**config.mk**
```make
export PLATFORM = sky130hd
export DESIGN_NAME = ysyx_22041211_alu_issue_buf_flat
export DESIGN_NICKNAME = d
export VERILOG_FILES = /design/src/rtl/ysyx_22041211_alu_issue_buf_if.sv /design/src/rtl/ysyx_22041211_alu_issue_buf.sv /design/src/flat_wrapper.sv
export SDC_FILE = /design/constraint.sdc
export NUM_CORES = 1
export LEC_CHECK = 0
export BUFFER_PORTS_ARGS = -buffer_cell sky130_fd_sc_hd__buf_2
export CAP_MARGIN = 20
export CORE_MARGIN = 5
export CORE_UTILIZATION = 45
export CTS_BUF_LIST = sky130_fd_sc_hd__clkbuf_4 sky130_fd_sc_hd__clkbuf_8 sky130_fd_sc_hd__clkbuf_16
export DETAILED_ROUTE_END_ITERATION = 6
export PLACE_DENSITY = 0.69
export REMOVE_ABC_BUFFERS = 1
export SLEW_MARGIN = 20
export SYNTH_ARGS = -nofsm -noshare
export SYNTH_HDL_FRONTEND = slang
export SYNTH_SLANG_ARGS = --single-unit
```
**constraint.sdc**
```tcl
create_clock -name clk -period 1.85 [get_ports clk]
set_input_delay 0.0925 -clock clk [delete_from_list [all_inputs] [get_ports clk]]
set_output_delay 0.0925 -clock clk [all_outputs]
set_load 0.01 [all_outputs]
```
**src/rtl/ysyx_22041211_alu_issue_buf_if.sv**
```systemverilog
// Decode -> issue buffer -> ALU channel bundle.
// Carries the decode handshake, the write-back forwarding tap, the flush,
// and the ALU-side handshake.
// The buffer takes the slave view; the decode/EX environment takes the master view.
interface ysyx_22041211_alu_issue_buf_if #(
    parameter int DATA_LEN = 32,
    parameter int REG_AW   = 5
);
    logic                in_valid;
    logic                in_ready;
    logic [DATA_LEN-1:0] in_pc;
    logic [DATA_LEN-1:0] in_rs1_data;
    logic [DATA_LEN-1:0] in_rs2_data;
    logic [DATA_LEN-1:0] in_imm;
    logic [REG_AW-1:0]   in_rs1_addr;
    logic [REG_AW-1:0]   in_rs2_addr;
    logic [REG_AW-1:0]   in_rd_addr;
    logic                in_reg_wen;
    logic [1:0]          in_src1_sel;
    logic                in_src2_sel;
    logic [3:0]          in_alu_control;

    logic                fwd_valid;
    logic [REG_AW-1:0]   fwd_rd_addr;
    logic [DATA_LEN-1:0] fwd_data;

    logic                flush;

    logic                out_valid;
    logic                out_ready;
    logic [DATA_LEN-1:0] out_src1;
    logic [DATA_LEN-1:0] out_src2;
    logic [3:0]          out_alu_control;
    logic [DATA_LEN-1:0] out_pc;
    logic [REG_AW-1:0]   out_rd_addr;
    logic                out_reg_wen;

    modport master (
        output in_valid, in_pc, in_rs1_data, in_rs2_data, in_imm,
               in_rs1_addr, in_rs2_addr, in_rd_addr, in_reg_wen,
               in_src1_sel, in_src2_sel, in_alu_control,
               fwd_valid, fwd_rd_addr, fwd_data, flush, out_ready,
        input  in_ready, out_valid, out_src1, out_src2, out_alu_control,
               out_pc, out_rd_addr, out_reg_wen
    );

    modport slave (
        input  in_valid, in_pc, in_rs1_data, in_rs2_data, in_imm,
               in_rs1_addr, in_rs2_addr, in_rd_addr, in_reg_wen,
               in_src1_sel, in_src2_sel, in_alu_control,
               fwd_valid, fwd_rd_addr, fwd_data, flush, out_ready,
        output in_ready, out_valid, out_src1, out_src2, out_alu_control,
               out_pc, out_rd_addr, out_reg_wen
    );
endinterface

```
**src/rtl/ysyx_22041211_alu_issue_buf.sv**
```systemverilog
// ID->EX issue buffer: 2-entry skid buffer in front of the ALU with operand
// selection and write-back forwarding into both captured and held entries.
//
// state   | meaning
// --------+-------------------------------------------------
// S_EMPTY | nothing buffered, outputs forced to zero
// S_ONE   | head valid, skid free (can accept)
// S_TWO   | head and skid valid, in_ready low
module ysyx_22041211_alu_issue_buf #(
    parameter int DATA_LEN = 32,
    parameter int REG_AW   = 5
) (
    input  logic clk,
    input  logic rst_n,
    ysyx_22041211_alu_issue_buf_if.slave bus
);

    typedef enum logic [1:0] {
        S_EMPTY = 2'd0,
        S_ONE   = 2'd1,
        S_TWO   = 2'd2
    } state_t;

    typedef struct packed {
        logic [DATA_LEN-1:0] pc;
        logic [DATA_LEN-1:0] rs1_data;
        logic [DATA_LEN-1:0] rs2_data;
        logic [DATA_LEN-1:0] imm;
        logic [REG_AW-1:0]   rs1_addr;
        logic [REG_AW-1:0]   rs2_addr;
        logic [REG_AW-1:0]   rd_addr;
        logic                reg_wen;
        logic [1:0]          src1_sel;
        logic                src2_sel;
        logic [3:0]          alu_control;
    } entry_t;

    state_t state, state_nxt;
    entry_t head, head_nxt;
    entry_t skid, skid_nxt;
    entry_t cap, head_upd, skid_upd;
    logic   in_ready_q;
    logic   acc, pop, out_valid;

    // Overwrite operand data of an entry with the value being written back
    // when it targets one of its sources (x0 never forwards).
    function automatic entry_t fwd_apply(input entry_t e, input logic fv,
                                         input logic [REG_AW-1:0] fa,
                                         input logic [DATA_LEN-1:0] fd);
        entry_t r;
        r = e;
        if (fv && fa != '0 && fa == e.rs1_addr) r.rs1_data = fd;
        if (fv && fa != '0 && fa == e.rs2_addr) r.rs2_data = fd;
        return r;
    endfunction

    assign out_valid = (state != S_EMPTY);
    assign acc       = bus.in_valid & in_ready_q;
    assign pop       = out_valid & bus.out_ready;

    // Build the entry to capture this cycle and the forwarded view of held entries.
    always_comb begin
        cap             = '0;
        cap.pc          = bus.in_pc;
        cap.rs1_data    = bus.in_rs1_data;
        cap.rs2_data    = bus.in_rs2_data;
        cap.imm         = bus.in_imm;
        cap.rs1_addr    = bus.in_rs1_addr;
        cap.rs2_addr    = bus.in_rs2_addr;
        cap.rd_addr     = bus.in_rd_addr;
        cap.reg_wen     = bus.in_reg_wen & (bus.in_rd_addr != '0);
        cap.src1_sel    = bus.in_src1_sel;
        cap.src2_sel    = bus.in_src2_sel;
        cap.alu_control = bus.in_alu_control;
        cap      = fwd_apply(cap,  bus.fwd_valid, bus.fwd_rd_addr, bus.fwd_data);
        head_upd = fwd_apply(head, bus.fwd_valid, bus.fwd_rd_addr, bus.fwd_data);
        skid_upd = fwd_apply(skid, bus.fwd_valid, bus.fwd_rd_addr, bus.fwd_data);
    end

    // Next-state and entry movement; flush overrides everything.
    always_comb begin
        state_nxt = state;
        head_nxt  = head_upd;
        skid_nxt  = skid_upd;
        unique case (state)
            S_EMPTY: begin
                if (acc) begin
                    head_nxt  = cap;
                    state_nxt = S_ONE;
                end
            end
            S_ONE: begin
                if (acc && pop) begin
                    head_nxt = cap;
                end else if (acc) begin
                    skid_nxt  = cap;
                    state_nxt = S_TWO;
                end else if (pop) begin
                    state_nxt = S_EMPTY;
                end
            end
            S_TWO: begin
                if (pop) begin
                    head_nxt  = skid_upd;
                    state_nxt = S_ONE;
                end
            end
            default: state_nxt = S_EMPTY;
        endcase
        if (bus.flush) begin
            state_nxt = S_EMPTY;
            head_nxt  = '0;
            skid_nxt  = '0;
        end
    end

    // State, entries and the registered in_ready.
    always_ff @(posedge clk or negedge rst_n) begin
        if (!rst_n) begin
            state      <= S_EMPTY;
            head       <= '0;
            skid       <= '0;
            in_ready_q <= 1'b1;
        end else begin
            state      <= state_nxt;
            head       <= head_nxt;
            skid       <= skid_nxt;
            in_ready_q <= (state_nxt != S_TWO);
        end
    end

    // ALU operand mux from the head entry; everything reads zero when empty.
    always_comb begin
        bus.out_src1 = '0;
        bus.out_src2 = '0;
        if (out_valid) begin
            case (head.src1_sel)
                2'b00:   bus.out_src1 = head.rs1_data;
                2'b01:   bus.out_src1 = head.pc;
                default: bus.out_src1 = '0;
            endcase
            bus.out_src2 = head.src2_sel ? head.imm : head.rs2_data;
        end
    end

    assign bus.in_ready        = in_ready_q;
    assign bus.out_valid       = out_valid;
    assign bus.out_alu_control = out_valid ? head.alu_control : 4'd0;
    assign bus.out_pc          = out_valid ? head.pc : '0;
    assign bus.out_rd_addr     = out_valid ? head.rd_addr : '0;
    assign bus.out_reg_wen     = out_valid & head.reg_wen;

endmodule

```
**src/flat_wrapper.sv**
```systemverilog
// flat-port wrapper written by rule: the top's interface ports become plain ports
module ysyx_22041211_alu_issue_buf_flat 
#(
    parameter int DATA_LEN = 32,
    parameter int REG_AW   = 5
)
  (clk, rst_n, bus_in_valid, bus_in_pc, bus_in_rs1_data, bus_in_rs2_data, bus_in_imm, bus_in_rs1_addr, bus_in_rs2_addr, bus_in_rd_addr, bus_in_reg_wen, bus_in_src1_sel, bus_in_src2_sel, bus_in_alu_control, bus_fwd_valid, bus_fwd_rd_addr, bus_fwd_data, bus_flush, bus_out_ready, bus_in_ready, bus_out_valid, bus_out_src1, bus_out_src2, bus_out_alu_control, bus_out_pc, bus_out_rd_addr, bus_out_reg_wen);
  ysyx_22041211_alu_issue_buf_if #(.DATA_LEN(DATA_LEN), .REG_AW(REG_AW)) bus_i ();
  input  logic clk;
  input  logic rst_n;
  input wire logic [$bits(bus_i.in_valid)-1:0] bus_in_valid;
  input wire logic [$bits(bus_i.in_pc)-1:0] bus_in_pc;
  input wire logic [$bits(bus_i.in_rs1_data)-1:0] bus_in_rs1_data;
  input wire logic [$bits(bus_i.in_rs2_data)-1:0] bus_in_rs2_data;
  input wire logic [$bits(bus_i.in_imm)-1:0] bus_in_imm;
  input wire logic [$bits(bus_i.in_rs1_addr)-1:0] bus_in_rs1_addr;
  input wire logic [$bits(bus_i.in_rs2_addr)-1:0] bus_in_rs2_addr;
  input wire logic [$bits(bus_i.in_rd_addr)-1:0] bus_in_rd_addr;
  input wire logic [$bits(bus_i.in_reg_wen)-1:0] bus_in_reg_wen;
  input wire logic [$bits(bus_i.in_src1_sel)-1:0] bus_in_src1_sel;
  input wire logic [$bits(bus_i.in_src2_sel)-1:0] bus_in_src2_sel;
  input wire logic [$bits(bus_i.in_alu_control)-1:0] bus_in_alu_control;
  input wire logic [$bits(bus_i.fwd_valid)-1:0] bus_fwd_valid;
  input wire logic [$bits(bus_i.fwd_rd_addr)-1:0] bus_fwd_rd_addr;
  input wire logic [$bits(bus_i.fwd_data)-1:0] bus_fwd_data;
  input wire logic [$bits(bus_i.flush)-1:0] bus_flush;
  input wire logic [$bits(bus_i.out_ready)-1:0] bus_out_ready;
  output wire logic [$bits(bus_i.in_ready)-1:0] bus_in_ready;
  output wire logic [$bits(bus_i.out_valid)-1:0] bus_out_valid;
  output wire logic [$bits(bus_i.out_src1)-1:0] bus_out_src1;
  output wire logic [$bits(bus_i.out_src2)-1:0] bus_out_src2;
  output wire logic [$bits(bus_i.out_alu_control)-1:0] bus_out_alu_control;
  output wire logic [$bits(bus_i.out_pc)-1:0] bus_out_pc;
  output wire logic [$bits(bus_i.out_rd_addr)-1:0] bus_out_rd_addr;
  output wire logic [$bits(bus_i.out_reg_wen)-1:0] bus_out_reg_wen;
  assign bus_i.in_valid = bus_in_valid;
  assign bus_i.in_pc = bus_in_pc;
  assign bus_i.in_rs1_data = bus_in_rs1_data;
  assign bus_i.in_rs2_data = bus_in_rs2_data;
  assign bus_i.in_imm = bus_in_imm;
  assign bus_i.in_rs1_addr = bus_in_rs1_addr;
  assign bus_i.in_rs2_addr = bus_in_rs2_addr;
  assign bus_i.in_rd_addr = bus_in_rd_addr;
  assign bus_i.in_reg_wen = bus_in_reg_wen;
  assign bus_i.in_src1_sel = bus_in_src1_sel;
  assign bus_i.in_src2_sel = bus_in_src2_sel;
  assign bus_i.in_alu_control = bus_in_alu_control;
  assign bus_i.fwd_valid = bus_fwd_valid;
  assign bus_i.fwd_rd_addr = bus_fwd_rd_addr;
  assign bus_i.fwd_data = bus_fwd_data;
  assign bus_i.flush = bus_flush;
  assign bus_i.out_ready = bus_out_ready;
  assign bus_in_ready = bus_i.in_ready;
  assign bus_out_valid = bus_i.out_valid;
  assign bus_out_src1 = bus_i.out_src1;
  assign bus_out_src2 = bus_i.out_src2;
  assign bus_out_alu_control = bus_i.out_alu_control;
  assign bus_out_pc = bus_i.out_pc;
  assign bus_out_rd_addr = bus_i.out_rd_addr;
  assign bus_out_reg_wen = bus_i.out_reg_wen;
  ysyx_22041211_alu_issue_buf #(.DATA_LEN(DATA_LEN), .REG_AW(REG_AW)) u_core (.clk(clk), .rst_n(rst_n), .bus(bus_i));
endmodule
```
==> summary.md <==
| Metric | Value |
|---|---|
| Status | finished with violations |
| Failing checks | setup timing |
| Finished Layout Cells | 2863 |
| TritonCTS buffer count | 36 |
| Placed cell count | 2508 |
| Largest stage delay, worst path | 0.39 ns |
| Clock Pin Slew Worst Setup and Hold Paths | 0.06 ns |
| CP startpoint | u_core.state[1] |
| Total Wirelength | 77.3 mm |
| Final HPWL DP | 39.0 mm |
| HP Class | in -> reg |
| Die width | 203 um |
| 1st-iter DRT viols | 2198 |
| Clk buf depth | 3 |
| Hold path startpoint | bus_fwd_data[3] |
| Synth Area per Inst | 9.20 um^2 |
| GPL Wtd Cong | 0.834 |
| Gr ovfl total | 0 |
| Initial antenna violation count | 2 |
| Final number of hold-violating endpoints | 0 |
| Worst path arrival time | 2.06 ns |
| Register area share after synthesis | 45.6% |
| Layout Area Growth over Synthesis | 52.0% |
| Synth top area cells | dfrtp_1 45%, mux2i_1 12%, nand2_1 5.9%, a211oi_1 4.3%, a22oi_1 3.9% |
| Async set-or-reset flop fraction in the synthesized netlist | 100% |
| Final worst-path cycle share | 116% |
| Mapped Area | 0.0167 mm^2 |
| Starting Density | 45.6% |
| Largest net degree at the start of global routing | 77 |
| R2r startpoint | u_core.state[1] |
| Die area | 0.0412 mm^2 |
| Number of global-route vias before repair | 17.2k |
| First-pass GRT wire length | 99.7 mm |
| Layout cells sized above 1 | 31.0% |
| RSZ-0062 raised after global routing | yes |
| Slew Viols, Final | 0 |
| CORE AREA | 0.0367 mm^2 |
| Worst path most repeated cell | buf_6 |
| YS warnings | 0 |
| Post-synth top area share | 45.4% |
| CTS tree | done |
| Leak Pwr | 11.0 nW |
| Dpl ws | -0.186 ns |
| Rows | 70 |
| Number of synthesized register bits | 305 |
| H-tree Lvls | 2 |
| Clock Skews | 0.0149 ns |
| Main synth FF type | dfrtp_1 |
| Avg WL per Cell | 27.0 um |
| Via-to-Cell Ratio | 6.30 |
| Pwr Total | 18.7 mW |
| # setup viols final | 265 |
| Peak VDD IR | 584 uV |
| DIE HEIGHT | 203 um |
| # IOs | 302 |
| Final Critical Period | 2.15 ns |
| Vias | 18.0k |
| Post-synth top area cell | dfrtp_1 |
| Setup Crit Path Kind | reg -> out |
| Final setup margin | -0.305 ns |
| DRC errors left | 0 |
| Total of max-cap violations | 0 |
| TritonCTS Sinks | 305 |
| Synth cell types | 43 |
| IO Port Bufs | 301 |
| Pwr Density | 736 mW/mm^2 |
| Slew of the pin with the lowest slew margin | 0.547 ns |
| Layout Nets | 2560 |
| Worst skew pair latency | 0.53 ns |
| Fmax | 0.464 GHz |
| Slew margin rel. | 63.6% |
| Worst EP required | 1.76 ns |
| Post-synth EDFFs | 0 |
| Setup crit start kind | register |
| Cell Chain, Critical Path | buf_6 > nor2_4 > buf_6 > nor3b_4 > buf_6 > buf_12 > a22o_1 > buf_6 |
| Root Driver | clkbuf_16 |
| Pre-Repair DR Iteration Count | 5 |
| ANT nets after route | 0 |
| CP Capture Type | output port |
| Maximum net fanout on the critical path | 9 |
| Critical Path Slowest Stage Cell | dfrtp_1 |
| Synth Instances | 1819 |
| Total track usage | 30.6% |
critical path: cells and delay by family, from the launching register on:
| kind | cells | cell delay [ns] |
|---|---|---|
| buffers and inverters | 5 | 0.69 |
| AND/OR/NAND/NOR | 2 | 0.20 |
| AO/OA/AOI/OAI | 1 | 0.25 |
| flip-flops | 1 | 0.39 |
worst paths after layout:
check                                   end  cells past startpoint  slack (ns)
hold / removal              u_core.head[58]                      3        0.01
setup / recovery           bus_out_src1[23]                      8       -0.30
hold reg to reg              u_core.head[9]                      2        0.47
min in group asynchronous   u_core.head[25]                      2        0.14
max in group asynchronous   u_core.skid[73]                      3        1.00
setup reg to reg           u_core.head[147]                     11       -0.11
sequential cells by signal, indices dropped and copies added, names as in the netlist:
register and flops:
u_core.bus.in_ready 1, u_core.skid 151, u_core.head 151, u_core.state 2
cell usage after synthesis, types with 3 or more instances:
library cell and instances:
and2_1 44, clkbuf_1 140, mux2i_1 195, xor2_1 8, buf_1 4, a22oi_1 87
buf_6 8, a22o_1 32, buf_12 3, nand2_1 261, o21ai_1 4, nor2_1 100
a21boi_0 32, nor3_1 66, buf_2 16, nand3_1 4, a21oi_1 120, o21ai_0 115
o221ai_1 64, inv_1 66, a211oi_1 96, dfrtp_1 304, xnor2_1 22
power breakdown:
part / switching [mW] / total [mW] / internal [mW]
registers: 0.211 / 7.20 / 6.98
clock network: 2.99 / 7.49 / 4.49
logic: 2.24 / 4.05 / 1.81
total: 5.45 / 18.7 / 13.3
final cells by class:
type	count	area (um^2)
Antenna cell	1	2.50
Clock buffer	51	1070
Clock inverter	15	163
Fill cell	2622	11300
Inverter	66	255
Multi-Input combinational cell	1278	8980
Sequential cell	305	7630
Tap cell	468	586
Timing Repair Buffer	679	6750
metal layers:
metal	share of wire (%)	vias to the layer above	track usage, %
li1	-	7632	-
met1	37	8756	41.1
met2	46	1315	48.9
met3	11	321	6.42
met4	5.9	4	11.5
met5	0.035	-	0
metrics by stage:
| stage | area, um^2 | utilization, % | hold WS, ns | TNS (ns) |
|---|---|---|---|---|
| 5_1_grt | 25400 | 69.3 | 0.0162 | -48.54 |
| 6_report | 25400 | 69.3 | 0.0118 | -30.07 |
| 2_1_floorplan | 16000 | - | -0.203 | -1235.85 |
| 4_1_cts | 23000 | 62.8 | 0.00196 | -14.48 |
| 3_3_place_gp | 19400 | 52.8 | 0.0885 | -7.20 |
| 3_5_place_dp | 19400 | 52.8 | 0.0953 | -13.31 |
cell families (layout without fill, tap and decap cells):
kind of cell,after synthesis,count (layout),synth area share [%]
buffers and inverters,239,811,6.17
DFF,305,305,45.6
xor gates and xnor gates,30,30,1.57
and+or+nand+nor,493,494,12.8
AOI/OAI and AO/OA,557,559,22.2
muxes,195,195,11.7
other,0,1,0
cell usage in the layout, fill, tap and decap left out, types with 5 or more instances in the layout:
master	instances
a22oi_1	80
buf_2	278
a21oi_1	119
nor3_1	44
buf_12	59
o21ai_0	53
nand2_2	18
o21ai_1	48
o221ai_2	20
buf_4	51
mux2i_2	12
nand2_1	238
nor3_2	20
mux2i_1	180
xnor2_1	19
a211oi_2	13
xor2_1	8
dlygate4sd3_1	180
buf_16	11
nand2_4	5
dfrtp_1	303
buf_8	10
nor2_1	74
clkbuf_16	75
clkbuf_8	7
a211oi_1	83
nor2_4	16
buf_6	52
clkinv_2	8
and2_1	40
o21ai_2	18
a22o_1	32
a21boi_0	32
a22oi_2	7
o221ai_1	44
clkbuf_4	7
inv_1	65
nor2_2	10
repair_timing:
action | in CTS | in global routing
pin swaps | 22 | 51
hold buffers | 178 | 2
resized for setup | 70 | 314
endpoints found under the hold margin | 474 | 2
buffers inserted | 24 | 31
gates cloned | 9 | 54
endpoints found under the setup margin | 172 | 334
(Power assumes the default switching activity.)
